File: config.mk
export PLATFORM = sky130hd
export DESIGN_NAME = div_hilo_ctrl_flat
export DESIGN_NICKNAME = d
export VERILOG_FILES = /design/src/rtl/div_hilo_if.sv /design/src/rtl/div_hilo_ctrl.sv /design/src/flat_wrapper.sv
export SDC_FILE = /design/constraint.sdc
export NUM_CORES = 2
export LEC_CHECK = 0
export CORE_ASPECT_RATIO = 0.75
export CORE_MARGIN = 5
export CORE_UTILIZATION = 30
export DETAILED_ROUTE_END_ITERATION = 6
export SETUP_SLACK_MARGIN = 0.5
export SLEW_MARGIN = 10
export SYNTH_ARGS = -nofsm -noshare
export SYNTH_HDL_FRONTEND = slang
export SYNTH_SLANG_ARGS = --single-unit
export TNS_END_PERCENT = 5
File: constraint.sdc
create_clock -name clk -period 12 [get_ports clk]
set_clock_uncertainty 0.05 [all_clocks]
set_input_delay 1.8 -clock clk [delete_from_list [all_inputs] [get_ports clk]]
set_output_delay 1.8 -clock clk [all_outputs]
set_load 0.02 [all_outputs]
File: src/rtl/div_hilo_if.sv
// Pipeline-side bundle for the HI/LO divide sequencer: issue, divider link,
// MFHI/MFLO/MTHI/MTLO access and status.
interface div_hilo_if;
   logic        start;
   logic        is_signed;
   logic [31:0] op_a;
   logic [31:0] op_b;
   logic [31:0] div_a;
   logic [31:0] div_b;
   logic [31:0] div_q;
   logic        rd_hilo;
   logic        rd_sel;
   logic [31:0] rd_data;
   logic        mt_en;
   logic        mt_sel;
   logic [31:0] mt_data;
   logic        busy;
   logic        stall;
   logic        done;
   logic        div_zero;

   // master: pipeline and divider side; slave: the sequencer
   modport master (
      output start, is_signed, op_a, op_b, div_q,
      output rd_hilo, rd_sel, mt_en, mt_sel, mt_data,
      input  div_a, div_b, rd_data, busy, stall, done, div_zero
   );

   modport slave (
      input  start, is_signed, op_a, op_b, div_q,
      input  rd_hilo, rd_sel, mt_en, mt_sel, mt_data,
      output div_a, div_b, rd_data, busy, stall, done, div_zero
   );
endinterface

File: src/rtl/div_hilo_ctrl.sv
// Multi-cycle sequencer around the external combinational unsigned divider:
// holds operand magnitudes, applies MIPS sign rules and owns the HI/LO registers.
module div_hilo_ctrl #(
   parameter int DIV_CYCLES = 4
) (
   input logic       clk,
   input logic       rst,
   div_hilo_if.slave bus
);

   localparam int CW = (DIV_CYCLES > 1) ? $clog2(DIV_CYCLES) : 1;

   typedef enum logic [1:0] {IDLE, WAIT, FIX} state_t;

   state_t        state;
   logic [CW-1:0] cnt;
   logic [31:0]   hi, lo;
   logic [31:0]   div_a, div_b;
   logic [31:0]   orig_a;
   logic          s_a, s_b, z;
   logic          done, div_zero;
   logic          busy;
   logic          start_sa, start_sb;
   logic [31:0]   q, r, fix_lo, fix_hi;

   assign start_sa = bus.is_signed & bus.op_a[31];
   assign start_sb = bus.is_signed & bus.op_b[31];

   // NOTE: every always_comb output gets a value before any condition, so no latch is inferred.
   always_comb begin
      q      = bus.div_q;
      r      = div_a - q * div_b;
      fix_lo = (s_a ^ s_b) ? -q : q;
      fix_hi = s_a ? -r : r;
      if (z) begin
         fix_lo = '1;
         fix_hi = orig_a;
      end
   end

   // NOTE: all state uses non-blocking assignments so every register samples pre-edge values.
   always_ff @(posedge clk) begin
      if (rst) begin
         state    <= IDLE;
         cnt      <= '0;
         hi       <= '0;
         lo       <= '0;
         div_a    <= '0;
         div_b    <= '0;
         orig_a   <= '0;
         s_a      <= 1'b0;
         s_b      <= 1'b0;
         z        <= 1'b0;
         done     <= 1'b0;
         div_zero <= 1'b0;
      end else begin
         done <= 1'b0;
         unique case (state)
            IDLE: begin
               // An MT alongside Start lands now; the divide overwrites HI/LO later.
               if (bus.mt_en) begin
                  if (bus.mt_sel) hi <= bus.mt_data;
                  else            lo <= bus.mt_data;
               end
               if (bus.start) begin
                  orig_a <= bus.op_a;
                  s_a    <= start_sa;
                  s_b    <= start_sb;
                  z      <= (bus.op_b == '0);
                  div_a  <= start_sa ? -bus.op_a : bus.op_a;
                  div_b  <= start_sb ? -bus.op_b : bus.op_b;
                  cnt    <= CW'(DIV_CYCLES - 1);
                  state  <= WAIT;
               end
            end
            WAIT: begin
               if (cnt == '0) state <= FIX;
               else           cnt   <= cnt - 1'b1;
            end
            FIX: begin
               lo       <= fix_lo;
               hi       <= fix_hi;
               div_zero <= z;
               done     <= 1'b1;
               state    <= IDLE;
            end
            default: state <= IDLE;
         endcase
      end
   end

   assign busy         = (state != IDLE);
   assign bus.busy     = busy;
   assign bus.stall    = busy & (bus.start | bus.rd_hilo | bus.mt_en);
   assign bus.done     = done;
   assign bus.div_zero = div_zero;
   assign bus.div_a    = div_a;
   assign bus.div_b    = div_b;
   assign bus.rd_data  = bus.rd_sel ? hi : lo;

endmodule

File: src/flat_wrapper.sv
// flat-port wrapper written by rule: the top's interface ports become plain ports
module div_hilo_ctrl_flat 
#(
   parameter int DIV_CYCLES = 4
)
  (clk, rst, bus_start, bus_is_signed, bus_op_a, bus_op_b, bus_div_q, bus_rd_hilo, bus_rd_sel, bus_mt_en, bus_mt_sel, bus_mt_data, bus_div_a, bus_div_b, bus_rd_data, bus_busy, bus_stall, bus_done, bus_div_zero);
  div_hilo_if bus_i ();
  input logic clk;
  input logic rst;
  input wire logic [$bits(bus_i.start)-1:0] bus_start;
  input wire logic [$bits(bus_i.is_signed)-1:0] bus_is_signed;
  input wire logic [$bits(bus_i.op_a)-1:0] bus_op_a;
  input wire logic [$bits(bus_i.op_b)-1:0] bus_op_b;
  input wire logic [$bits(bus_i.div_q)-1:0] bus_div_q;
  input wire logic [$bits(bus_i.rd_hilo)-1:0] bus_rd_hilo;
  input wire logic [$bits(bus_i.rd_sel)-1:0] bus_rd_sel;
  input wire logic [$bits(bus_i.mt_en)-1:0] bus_mt_en;
  input wire logic [$bits(bus_i.mt_sel)-1:0] bus_mt_sel;
  input wire logic [$bits(bus_i.mt_data)-1:0] bus_mt_data;
  output wire logic [$bits(bus_i.div_a)-1:0] bus_div_a;
  output wire logic [$bits(bus_i.div_b)-1:0] bus_div_b;
  output wire logic [$bits(bus_i.rd_data)-1:0] bus_rd_data;
  output wire logic [$bits(bus_i.busy)-1:0] bus_busy;
  output wire logic [$bits(bus_i.stall)-1:0] bus_stall;
  output wire logic [$bits(bus_i.done)-1:0] bus_done;
  output wire logic [$bits(bus_i.div_zero)-1:0] bus_div_zero;
  assign bus_i.start = bus_start;
  assign bus_i.is_signed = bus_is_signed;
  assign bus_i.op_a = bus_op_a;
  assign bus_i.op_b = bus_op_b;
  assign bus_i.div_q = bus_div_q;
  assign bus_i.rd_hilo = bus_rd_hilo;
  assign bus_i.rd_sel = bus_rd_sel;
  assign bus_i.mt_en = bus_mt_en;
  assign bus_i.mt_sel = bus_mt_sel;
  assign bus_i.mt_data = bus_mt_data;
  assign bus_div_a = bus_i.div_a;
  assign bus_div_b = bus_i.div_b;
  assign bus_rd_data = bus_i.rd_data;
  assign bus_busy = bus_i.busy;
  assign bus_stall = bus_i.stall;
  assign bus_done = bus_i.done;
  assign bus_div_zero = bus_i.div_zero;
  div_hilo_ctrl #(.DIV_CYCLES(DIV_CYCLES)) u_core (.clk(clk), .rst(rst), .bus(bus_i));
endmodule
==> impl_metrics.json <==
{
  "status": "finished, violations left",
  "violations": "design-rule violations",
  "fillerInstances": 9252,
  "ys_async_sr_fraction_pct": 0,
  "start_kind": "input pin",
  "grt_antenna_before_repair": 12,
  "grt_usage_pct": 20.10,
  "crit_family": "adder cells",
  "cts_buffers": 17,
  "critical_path_class": "input pin to flip-flop",
  "grt_setup_unrepaired": "no",
  "place_congestion": 0.8909,
  "slew_viol_final": 0,
  "finalCriticalPeriod_ps": 10540,
  "numPortBuffers": 235,
  "clk_pin_slew_ps": 70,
  "synth.avg_cell_area_um2": 8.244,
  "worst_pin_slew_ps": 1289,
  "fp.dieArea_um2": 95700,
  "cts-root-buf": "clkbuf_16",
  "min_from": "u_core.bus.div_zero",
  "clock_path_buffers": 2,
  "drtIter0Drc": 2302,
  "postRouteWirelength_um": 97300,
  "min_to": "u_core.bus.div_zero",
  "fin_setup_tns_ps": 0,
  "slowest_stage": "clkdlybuf4s50_1",
  "yosys_most_used_dff": "dfxtp_1",
  "seq_area_frac_synth_pct": 12.52,
  "num_rows": 95,
  "critPathRequiredTime_ps": 12280,
  "overflow": 0,
  "hold_slack_ps": 403.0,
  "num_vias": 22993,
  "worstPathMaxFanout": 19,
  "final_nets": 4092,
  "max_stage_delay_ps": 1290,
  "drtAntennaViolNets": 0,
  "cts-resized-gates": 0,
  "ys_ff_latch": 168,
  "clkLatencyLatePin_ps": 460,
  "die_w_um": 355.5,
  "critical_path_buf_inv_count": 8,
  "end_kind": "flip-flop",
  "post-cts-setup-buffers": 0,
  "reg2regPathDepth": 25,
  "h-tree-depth": 4,
  "setup_viol": 0,
  "hpwl_um": 77840,
  "grt_pass1_vias": 23045,
  "fin_cells": 4593,
  "r2r-start": "u_core.bus.div_b[0]",
  "syn-num-nets": 3989,
  "rr_endpoint": "u_core.hi[27]",
  "relSlewSlack_pct": 13.80,
  "cts_sinks": 168,
  "cp_data_arrival_time_ps": 10830,
  "ios": 236,
  "die_y_um": 269.2,
  "drive_above_1_share_pct": 4.296,
  "final.period_utilization_pct": 87.87,
  "ys_warn_count": 0,
  "synth_area_um2": 26870,
  "start_util_pct": 30.10,
  "drc_errors": 4,
  "synth_edf_count": 0,
  "cts_tree": "yes",
  "grt_pass1_wl_um": 147400,
  "synth.distinct_cells": 77,
  "hold_path.class": "flip-flop to flip-flop",
  "maxCapViolations": 0,
  "post-place-cells": 4555,
  "holdBufCountCts": 0,
  "holdPathStages": 2,
  "avgViaCountPerCell": 5.006,
  "grt_max_degree": 101,
  "rrSetupSlack_ps": 2930,
  "drt_pass1_iterations": 7,
  "syn_inst": 3259,
  "core_um2": 89270,
  "utilization_pct": 34.73,
  "worst_path_most_repeated_cell": "fa_1",
  "hold_viol": 0,
  "area_growth_pct": 15.39,
  "avgRoutedWirePerCell_um": 21.18,
  "max_freq_mhz": 94.83
}
per-stage QoR:
stage	area, µm²	worst slack [ps]
global route	30990	1020
CTS	30980	1576
floorplan	26870	2509
global placement	30410	1267
finish	31000	1455
detailed placement	30410	1154
worst max path at each step:
stage                       start  slack [ps]       endpoint  cells past startpoint
floorplan           bus_div_q[17]        2510  u_core.hi[31]                     28
global placement     bus_div_q[7]        1270  u_core.hi[27]                     29
detailed placement   bus_div_q[7]        1150  u_core.hi[27]                     29
CTS                  bus_div_q[7]        1580  u_core.hi[27]                     29
global route         bus_div_q[8]        1020  u_core.hi[27]                     29
finish               bus_div_q[7]        1460  u_core.hi[27]                     29
layer usage:
layer	track usage (%)	share of wire (%)
met1	29.24	44
met2	30.19	43
met3	4.865	10
met4	4.463	2.2
met5	0.5500	0.095
cell type report:
class / instances / area [µm²] / area share, %
tap: 1212 / 1516 / 4.892
antenna: 6 / 15.01 / 0.04843
inverter: 549 / 2061 / 6.648
sequential: 168 / 3366 / 10.86
clock inverter: 12 / 116.4 / 0.3754
timing repair buffer: 294 / 2788 / 8.993
multi-input combinational: 2332 / 20680 / 66.71
clock buffer: 20 / 456.7 / 1.473
cells in the mapped netlist, types with 4 or more instances:
cell,count,share of area (%)
nand2_1,553,7.7
inv_1,549,7.7
fa_1,443,33
and2_1,209,4.9
clkbuf_1,197,2.8
nor2_1,176,2.5
dfxtp_1,168,13
ha_1,151,7.0
xnor2_1,119,3.9
a21oi_1,118,2.2
xor2_1,69,2.2
o21ai_0,68,1.3
a211oi_1,64,1.8
a311oi_1,53,1.7
nor3_1,35,0.65
mux2_2,33,1.4
nand3_1,23,0.43
or3_1,23,0.54
nor4_1,18,0.42
o31ai_1,16,0.45
nand2b_1,15,0.35
a21o_1,14,0.39
buf_1,11,0.15
o211ai_1,10,0.28
a31oi_1,8,0.19
and3_1,7,0.16
nor2b_1,6,0.14
o21a_1,6,0.17
o21bai_1,6,0.17
or4_1,6,0.17
a2111oi_0,4,0.13
a211o_1,4,0.13
mux2i_1,4,0.15
o21ai_1,4,0.075
o22ai_1,4,0.093
or2_2,4,0.093
worst reg2reg max path, stage by stage, from the launching register on:
cell and delay [ps]:
dfxtp_1 1090, nand2_1 250, fa_1 560, fa_1 550
inv_1 60, fa_1 480, fa_1 550, inv_1 60
fa_1 480, fa_1 550, fa_1 500, inv_1 50
fa_1 470, inv_1 50, ha_1 360, a21o_1 270
a221oi_1 340, nor2b_1 100, a211oi_1 520, nor2_1 110
xnor2_1 320, nand3_1 200, o31ai_1 320, xnor2_1 160
mux2i_1 90, a2111oi_0 400
state kept, by name, indices dropped and copies added (netlist names):
signal / flops
u_core.state: 2
u_core.orig_a: 32
u_core.bus.div_a: 31
u_core.lo: 32
u_core.cnt: 2
u_core.hi: 32
u_core.bus.div_zero: 1
u_core.z: 1
u_core.bus.done: 1
u_core.s_b: 1
u_core.bus.div_b: 32
u_core.s_a: 1
layout by cell type (no fill, tap or decap), types with 4 or more instances in the layout:
cell,instances
nand2_1,553
inv_1,549
fa_1,443
clkdlybuf4s50_1,233
and2_1,208
nor2_1,174
dfxtp_1,166
ha_1,151
a21oi_1,118
xnor2_1,118
xor2_1,69
o21ai_0,68
a211oi_1,64
buf_4,60
a311oi_1,53
nor3_1,35
mux2_2,33
or3_1,23
nand3_1,23
nor4_1,17
clkbuf_16,17
o31ai_1,16
nand2b_1,15
a21o_1,14
o211ai_1,10
a31oi_1,8
and3_1,7
diode_2,6
or4_1,6
o21a_1,6
o21bai_1,6
nor2b_1,5
or2_2,4
a211o_1,4
a2111oi_0,4
o21ai_1,4
o22ai_1,4
mux2i_1,4
cells by family (layout without fill, tap and decap cells):
group	Yosys count	after routing	synth area share [%]
DFF	168	168	12.52
xor gates and xnor gates	188	188	6.129
and+or+nand+nor	1097	1097	18.70
adders and majority gates	594	594	40.04
buffers and inverters	759	875	10.65
other	0	6	0
AOI/OAI and AO/OA	416	416	10.43
muxes	37	37	1.532
Power is not shown: default switching activity piles up to over one toggle a cycle in this logic, so the estimate is an artifact.
